<file path="config.mk">
export PLATFORM = sky130hd
export DESIGN_NAME = partition_write_gen
export DESIGN_NICKNAME = d
export VERILOG_FILES = /design/src/rtl/partition_write_gen.sv
export SDC_FILE = /design/constraint.sdc
export NUM_CORES = 1
export LEC_CHECK = 0
export CAP_MARGIN = 40
export CORE_UTILIZATION = 45
export CTS_CLUSTER_DIAMETER = 120
export DETAILED_ROUTE_END_ITERATION = 10
export PLACE_DENSITY = 0.76
export REMOVE_ABC_BUFFERS = 1
export SYNTH_ARGS = -nofsm -noshare
export SYNTH_HDL_FRONTEND = slang
export SYNTH_SLANG_ARGS = --single-unit
</file>
<file path="constraint.sdc">
create_clock -name i_clk -period 2.4 [get_ports i_clk]
set_input_delay 0.36 -clock i_clk [delete_from_list [all_inputs] [get_ports i_clk]]
set_output_delay 0.36 -clock i_clk [all_outputs]
set_load 0.01 [all_outputs]
</file>
<file path="src/rtl/partition_write_gen.sv">
// rtl/partition_write_gen.sv - writes a result stream into a rectangular window of a row-major output array
// One word per handshake; done pulses with the final RAM write so the controller can launch the next partition.
module partition_write_gen #(
    parameter int PARTITION_WIDTH  = 3,
    parameter int PARTITION_HEIGHT = 3,
    parameter int ARRAY_WIDTH      = 8,
    parameter int ADDRESS_WIDTH    = 16,
    parameter int DATA_WIDTH       = 16
) (
    input  logic                     i_clk,
    input  logic                     i_reset,
    input  logic                     i_start,
    input  logic [ADDRESS_WIDTH-1:0] i_base_address,
    input  logic                     i_in_valid,
    input  logic [DATA_WIDTH-1:0]    i_in_data,
    output logic                     o_in_ready,
    output logic                     o_wr_en,
    output logic [ADDRESS_WIDTH-1:0] o_wr_address,
    output logic [DATA_WIDTH-1:0]    o_wr_data,
    output logic                     o_busy,
    output logic                     o_done
);

    localparam int COL_W = (PARTITION_WIDTH > 1) ? $clog2(PARTITION_WIDTH) : 1;
    localparam int ROW_W = (PARTITION_HEIGHT > 1) ? $clog2(PARTITION_HEIGHT) : 1;
    localparam logic [COL_W-1:0] COL_LAST = COL_W'(PARTITION_WIDTH - 1);
    localparam logic [ROW_W-1:0] ROW_LAST = ROW_W'(PARTITION_HEIGHT - 1);
    // Jump from the last column of one window row to the first column of the next.
    localparam logic [ADDRESS_WIDTH-1:0] ROW_STEP = ADDRESS_WIDTH'(ARRAY_WIDTH - PARTITION_WIDTH + 1);

    typedef enum logic [1:0] {
        S_IDLE,
        S_WRITE,
        S_FINISH
    } state_t;

    state_t                   r_state;
    logic [ADDRESS_WIDTH-1:0] r_ptr;
    logic [COL_W-1:0]         r_col;
    logic [ROW_W-1:0]         r_row;
    logic                     r_in_ready;
    logic                     r_wr_en;
    logic [ADDRESS_WIDTH-1:0] r_wr_address;
    logic [DATA_WIDTH-1:0]    r_wr_data;
    logic                     r_busy;
    logic                     r_done;

    logic w_accept;
    logic w_col_end;
    logic w_last;

    assign w_accept  = i_in_valid && r_in_ready;
    assign w_col_end = (r_col == COL_LAST);
    assign w_last    = w_col_end && (r_row == ROW_LAST);

    always_ff @(posedge i_clk) begin
        if (i_reset) begin
            r_state      <= S_IDLE;
            r_ptr        <= '0;
            r_col        <= '0;
            r_row        <= '0;
            r_in_ready   <= 1'b0;
            r_wr_en      <= 1'b0;
            r_wr_address <= '0;
            r_wr_data    <= '0;
            r_busy       <= 1'b0;
            r_done       <= 1'b0;
        end else begin
            r_wr_en <= 1'b0;
            r_done  <= 1'b0;
            case (r_state)
                S_IDLE: begin
                    if (i_start) begin
                        r_ptr      <= i_base_address;
                        r_col      <= '0;
                        r_row      <= '0;
                        r_in_ready <= 1'b1;
                        r_busy     <= 1'b1;
                        r_state    <= S_WRITE;
                    end
                end
                S_WRITE: begin
                    if (w_accept) begin
                        r_wr_en      <= 1'b1;
                        r_wr_address <= r_ptr;
                        r_wr_data    <= i_in_data;
                        if (w_last) begin
                            r_in_ready <= 1'b0;
                            r_done     <= 1'b1;
                            r_state    <= S_FINISH;
                        end else if (!w_col_end) begin
                            r_col <= r_col + 1'b1;
                            r_ptr <= r_ptr + 1'b1;
                        end else begin
                            r_col <= '0;
                            r_row <= r_row + 1'b1;
                            r_ptr <= r_ptr + ROW_STEP;
                        end
                    end
                end
                S_FINISH: begin
                    r_busy  <= 1'b0;
                    r_state <= S_IDLE;
                end
                default: begin
                    r_in_ready <= 1'b0;
                    r_busy     <= 1'b0;
                    r_state    <= S_IDLE;
                end
            endcase
        end
    end

    assign o_in_ready   = r_in_ready;
    assign o_wr_en      = r_wr_en;
    assign o_wr_address = r_wr_address;
    assign o_wr_data    = r_wr_data;
    assign o_busy       = r_busy;
    assign o_done       = r_done;

endmodule
</file>
# --- Word level (Yosys, flattened, before mapping) ---
# Cells that the tools add are included.
op_classes:
  addsub: 4
  n_eq_ne: 9
  n_mux: 25
  bitwise: 3
  n_reduce_logical: 12
ops:
  columns: ["cell", "n"]
  rows:
  - ["$mux W16", 4]
  - ["$pmux W16 S2", 1]
  - ["$mux W2", 10]
  - ["$add A16 B1 Y16 const B", 1]
  - ["$add A16 B3 Y16 const B", 1]
  - ["$pmux W2 S2", 3]
  - ["$ne A2 B2 Y1 const B", 5]
  - ["$reduce_and A4 Y1", 2]
  - ["$eq A2 B2 Y1 const B", 3]
  - ["$mux W1", 5]
  - ["$reduce_and A5 Y1", 1]
  - ["$add A2 B1 Y2 const B", 2]
  - ["$reduce_and A2 Y1", 2]
  - ["$not A1 Y1", 3]
  - ["$pmux W1 S3", 1]
  - ["$reduce_and A3 Y1", 1]
  - ["$reduce_or A3 Y1", 1]
  - ["$eq A2 B1 Y1 const B", 1]
  - ["$logic_and A1 B1 Y1", 2]
  - ["$logic_not A2 Y1", 1]
  - ["$pmux W1 S2", 1]
  - ["$reduce_bool A2 Y1", 1]
  - ["$reduce_or A2 Y1", 1]
word_totals:
  ff_bits: 58
  input_bits: 36
  output_inout_bits: 36
  word_cells: 63

# --- Longest topological paths before layout ---
logic_depth:
  ltp_word: 5
  ltp_mapped: 8
  mapped_depth_nobuf: 7

# --- Worst setup path before layout ---
# OpenSTA, ideal clock, no wires.
synth_timing:
  kind: "reg-to-reg"
  from: "register r_col[0]"
  to: "register r_ptr[15]"
  arrival_time_ps: 1498
  required_time_ps: 2326
  path_slack_ps: 828
  stages_incl_launch_ff: 7
  period_less_slack_ps: 1572
  path_cell_list: "dfxtp_1 nand2b_1 buf_6 mux2i_4 nand4_1 or4_1 a31oi_1"
synth_via:
  elab_chain_len: 5
  word_cells_on_any_way: 8
synth_rtl:
  columns: ["item", "line_no", "rtl"]
  rows:
  - ["start: declaration", "39", "logic [COL_W-1:0] r_col;"]
  - ["start signal: assignment", "92", "r_col <= r_col + 1'b1;"]
  - ["$eq A2 B2 Y1 *", "53", "assign w_col_end = (r_col == COL_LAST);"]
  - ["$mux W16", "91", "end else if (!w_col_end) begin"]
  - ["$mux W16", "87", "if (w_last) begin"]
  - ["$mux W16", "83", "if (w_accept) begin"]
  - ["$pmux W16 S2", "71", "case (r_state)"]
  - ["end signal: assignment", "74", "r_ptr <= i_base_address;"]
  - ["end signal: assignment", "93", "r_ptr <= r_ptr + 1'b1;"]
  - ["end signal: assignment", "97", "r_ptr <= r_ptr + ROW_STEP;"]
  - ["end: declaration", "38", "logic [ADDRESS_WIDTH-1:0] r_ptr;"]
# Mark *: on every way between the ends. The rest lies on a longest branch, timed or not. The select of a mux whose other input is x is not followed.
# A chain may end at the register's enable or synchronous reset.

# --- Worst setup path after layout ---
# Ends and elaborated chain as after synthesis.

==> metrics <==
status=finished, final reports clean; synthesized area per cell=7.79 sq um; wire length per cell=13.8 um; top cell type's share of synthesized area=0.448; Initial Util=0.468; row count=27; DIE HEIGHT=77.9 um; area of the multi-input gates=1300 sq um; Seq. cell area=1160 sq um; Reg-to-Reg Start=r_col[0]; via-per-instance ratio=5.42; CP Max Fanout=8; Critical Path Sink Type=flop; skew final=6.10 ps; share of cells above drive strength 1=0.0760; Max-slew headroom=0.536; PwrDens=617 nW/um^2; final cycle utilization of the critical path=0.812; min Tclk post-route=1950 ps; Worst Reg-to-Reg Cells=5; # hold bufs at CTS=0; DIE AREA=6070 sq um; unrepaired setup endpoints after global routing=no; Yosys warnings=0; min-delay src=o_wr_address[0]; CP peak stage delay=430 ps; Area Overhead vs Synth=37.5%; Clk Latency, worst-skew pair=330 ps; initial antenna violation count=0; CP required=2650 ps; TritonRoute pass-1 iters=5; Pins Over Slew Limit=0; nets=443; fill cell count=496; Max clock buf depth=2; Post-CTS Setup Bufs=0; Antenna diodes=0; Cell variety after synth=50; post-route ant nets=0; number of I/O pins=72; RR Endpoint=r_ptr[15]; CTS sink count=58; TritonCTS clock tree=done; EDFF count, synth=0; Slew @ Worst Pin=696 ps; Setup Viol. Count Final=0; final instance area=3570 sq um; Tot GR Track Use=0.230; number of global-route vias before repair=2366; gpl congestion=0.875; P_leak=0.00126 uW; Max H-tree Level=3; crit-path leading delay family=simple AND/OR/NAND/NOR gates; worst path buffer plus inverter count=0; fmax=513 MHz; Worst-path clk slew=60 ps; Root Buffer=clkbuf_8; register area share after synthesis=0.448; most used flip-flop cell after synthesis=dfxtp_1; Hold Vio Cnt, Final=0; post-synth top area cell=dfxtp_1; critical path class=flop to flop; Setup crit start kind=flop; dpl cell area=3370 sq um; slack of the critical path=451 ps; IO Port Bufs=71; Slowest cell on crit path=nand2b_1; Synth Instances=333; crit path cell chain=nand2b_1 -> mux2i_4 -> nand4_1 -> or4_1 -> a31oi_1; CP Depth=5; DR iter-0 viols=120; die width=77.9 um; total CTS buffers=9; VDD IR-drop max=0.400 mV; via count=2600; # resized after CTS=0; DP Worst Slack=291 ps; R2R Setup Slk=450 ps; Hold WC Path Type=flop to flop; Post-synth top cells=83 x nand2_1, 58 x dfxtp_1, 53 x a21oi_1; Hold Path Stages=2; flops & latches, synth=58; global route overflow=0; Async SR Flop Fraction=0; global-route wire length before repair=10900 um; CORE AREA=5540 sq um; WL final=6640 um; largest net degree at the start of global routing=42; Area contributors post-synth=dfxtp_1 45%, nand2_1 12%, a21oi_1 10%; count leader, synth=nand2_1; number of remaining DRC errors=0; Hold EP=o_wr_address[0]; crit path launch=r_col[0]; MaxCap Viol Count=0; HPWL after DPL=4410 um; worst path arrival time=2200 ps; mapped cell area=2590 sq um
[per-stage QoR]
step	total power (uW)	setup TNS [ps]	instances	hold slack, ps	utilization
6_report	2200	0	480	451	0.644
4_1_cts	2220	0	480	455	0.644
5_1_grt	2300	0	480	474	0.644
2_1_floorplan	1170	-1460	309	429	-
3_3_place_gp	1320	0	464	441	0.608
3_5_place_dp	1320	0	464	446	0.608
[power breakdown]
part | switching (uW) | internal (uW)
sequential | 42.8 | 998
clock | 359 | 536
combinational | 130 | 136
total | 531 | 1670
[kinds of logic (layout without fill, tap and decap cells)]
| kind of cell | count (synthesis) | count (layout) | share of synthesized area |
|---|---|---|---|
| simple gates | 144 | 144 | 0.246 |
| compound gates | 94 | 94 | 0.219 |
| flops | 58 | 58 | 0.448 |
| buf+inv | 30 | 105 | 0.0512 |
| fa+ha+maj | 4 | 4 | 0.0193 |
| mux | 3 | 3 | 0.0164 |
[per-layer routing]
| metal | global-route usage | part of all wire | vias up |
|---|---|---|---|
| met2 | 0.387 | 0.48 | 88 |
| met1 | 0.285 | 0.45 | 1203 |
| li1 | - | - | 1300 |
| met5 | 0 | 0 | - |
| met3 | 0.0471 | 0.064 | 9 |
| met4 | 0.100 | 0.012 | 0 |
[sequential cells by signal, summed over array words and instances, names as in the netlist]
name and flops:
o_busy 1, o_done 1, r_col 2, r_row 2
o_wr_en 1, r_state 2, o_wr_address 16, o_wr_data 16
o_in_ready 1, r_ptr 16
[layout by cell type, fill, tap and decap left out, drive strengths merged, types with 2 or more instances in the layout]
cell type,netlist,final
a21o,2,2
a21oi,54,54
a31oi,6,6
a32o,2,2
and3,4,4
buf,10,13
clkbuf,14,14
clkdlybuf4s50,0,70
dfxtp,58,58
ha,4,4
inv,6,6
mux2i,3,3
nand2,83,83
nand2b,3,3
nand3,8,8
nand4,5,5
nor2,20,20
nor3,9,9
nor4,3,3
o211ai,3,3
o21ai,12,12
o31ai,2,2
or4,2,2
[cell type report]
cell class                 count  share of cell area
clock buffer                  14              0.0456
clock inverter                 2             0.00982
inverter                       6             0.00632
multi-input combinational    245               0.364
sequential                    58               0.326
tap                           72              0.0253
timing repair buffer          83               0.223
[worst max path at each step]
stage,endpoint,slack (ps)
2_1_floorplan,r_ptr[2],-290
3_3_place_gp,r_ptr[2],360
3_5_place_dp,r_ptr[2],290
4_1_cts,r_ptr[15],460
5_1_grt,r_ptr[13],350
6_report,r_ptr[15],450
[worst reg2reg max path: stages, from the launching register on]
cell and delay, ps:
dfxtp_1 410, nand2b_1 430, mux2i_4 340, nand4_1 120, or4_1 410, a31oi_1 160
Power figures use the tool's default switching activity.
==> variant: new RTL, config.mk and constraints unchanged <==
The 3 states of `state_t` get a one-hot encoding in 3 bits.
--- a/src/rtl/partition_write_gen.sv
+++ b/src/rtl/partition_write_gen.sv
@@ -28,10 +28,10 @@
     // Jump from the last column of one window row to the first column of the next.
     localparam logic [ADDRESS_WIDTH-1:0] ROW_STEP = ADDRESS_WIDTH'(ARRAY_WIDTH - PARTITION_WIDTH + 1);
 
-    typedef enum logic [1:0] {
-        S_IDLE,
-        S_WRITE,
-        S_FINISH
+    typedef enum logic [2:0] {
+        S_IDLE   = 3'b001,
+        S_WRITE  = 3'b010,
+        S_FINISH = 3'b100
     } state_t;
 
     state_t                   r_state;
Check against the original RTL: no difference found for any inputs over 10 cycles, from zero or initial values and one cycle with i_reset high; not proved beyond that.
==> variant against the original RTL <==
  * Combinational power rose by 2%
  * Largest power group unchanged
  * Fmax down 7.4%
  * Synthesized area grew 4.3%
  * Sequential share of layout area fell by 0.41 points
  * Power fell by 3.3%
  * Worst setup slack got worse by 160 ps
  * Non-clock buffer count up 3
  * Sequential cell count grew 1
  * Clock skew increased by 2.5 ps
  * Wire length is 1.5% higher
  * Clock power shrank 11%
  * Final area rose by 3.0%
  * Die area rose by 4.2%
==> variant: results (changes against the original RTL) <==
outcome: "finished, final reports clean"
leakage_uw: 0.001347  # +7.0%
fin_cells: 494  # +2.9%
clock_buffers: 11  # -3
max_stage_delay_ps: 550  # +120 ps
first_global_vias: 2447  # +3.4%
synth_area_leaders: "dfxtp_1 (44%), nand2_1 (13%), a21oi_1 (9.8%)"
grt_util_all_layers: 0.2277  # -0.002350
seq_share: 0.3215  # -0.004088
viasPerCell: 5.397  # -0.37%
synth_common_cells: "nand2_1 (93), dfxtp_1 (59), a21oi_1 (53)"
route.met2.wl_mm: 3.240  # +2.6%
n_fill_cell: 486  # -2.0%
irDropWorstVdd_v: 0.0003767  # -5.7%
ys_seq_elements: 59  # +1.7%
dr.first_iter.drc_count: 155  # +29%
clk_latency_ps: 330  # about the same
portBuffers: 71  # unchanged
drive_above_1_share: 0.09005  # +0.01407
ys_seq_area_frac: 0.4368  # -0.01104
syn_inst: 345  # +3.6%
avgRoutedWirePerCell_microns: 13.64  # -1.4%
grt_max_degree: 33  # -21%
cp_max_fo: 9  # +1
skew_ps: 8.580  # +2.478 ps
bufAreaShareNonClock: 0.2228  # -0.0004055
yosysUniqueCellTypes: 51  # +2.0%
clk_share: 0.04871  # -0.006733
hold_class: "reg2reg"
drt-met1-wl_mm: 3.020  # +1.5%
synth_top_area_frac: 0.4368  # -0.01104
n_all_buffers: 86  # +3.6%
path_clk_slew_ps: 60  # about the same
nMultiInputCombCells: 254  # +3.7%
finalNetCount: 457  # +3.2%
dp_slack_ps: 173.4  # -117.5 ps
gp_congestion: 0.8323  # -4.9%
worst_pin_slew_ps: 623.4  # -72.70 ps
crit_slowest_cell: "nor2b_1"
inverters_excl_clock: 7  # +1
met3_length_microns: 389  # -8.9%
firstDrtPassIters: 4  # -1
multi_input_area_sq_mm: 0.001379  # +6.2%
synth_warnings: 0  # unchanged
cp.arrival_ps: 2360  # +160 ps
report.final.slew_viol_count: 0  # unchanged
grt_pass1_wl_mm: 11.30  # +3.5%
synth-async-reset-ratio: 0  # unchanged
place_inst: 478  # +3.0%
cts_buffer_depth: 2  # unchanged
hpwl_mm: 4.837  # +9.7%
-- variant: cell types whose count changed after synthesis, sizes merged, moves of 3 or more --
cell and delta:
clkbuf +3, nand2 +10, nor4 -3, nor3 -4
a211oi +4, nand3 -4, nor2 -4
-- variant: cells by family after synthesis --
group / count (synthesis) / share of synthesized area
adders and majority gates: 4 / 0.01851
buffers and inverters: 32 / 0.05322
and+or+nand+nor: 145 / 0.2415
muxes: 1 / 0.003702
DFF: 59 / 0.4368
xor gates and xnor gates: 1 / 0.003240
AOI/OAI and AO/OA: 103 / 0.2430
-- variant: critical path: cells and delay by family, from the launching register on --
family | cells | cell delay [ps]
compound gates | 2 | 540
buf+inv | 1 | 210
flops | 1 | 430
simple gates | 3 | 860
-- variant: per-layer routing --
| layer | up-vias | track usage |
|---|---|---|
| li1 | 1354 | - |
| met1 | 1223 | 0.2808 |
| met2 | 81 | 0.3838 |
| met3 | 8 | 0.04457 |
| met4 | 0 | 0.09636 |
| met5 | - | 0 |
-- variant: power breakdown --
group,switching (uW),internal (uW)
combinational,131,138
sequential,44.5,1020
clock,376,423
total,552,1580
-- variant: stage by stage --
step	setup TNS, ps	cell area [sq um]
after global placement	0	3495
after CTS	0	3674
after floorplan	-154.4	2586
after global routing	0	3674
after detailed placement	0	3495
final	0	3674
-- variant: path summary, 6_finish.rpt --
check / startpoint / end / slack [ps] / cells past startpoint
worst max register to register: r_state[1] / r_col[1] / 300 / 6
worst min-delay path: o_wr_data[7] / o_wr_data[7] / 450 / 2
worst max-delay path: r_state[1] / r_col[1] / 300 / 6
worst min register to register: o_wr_data[7] / o_wr_data[7] / 450 / 2
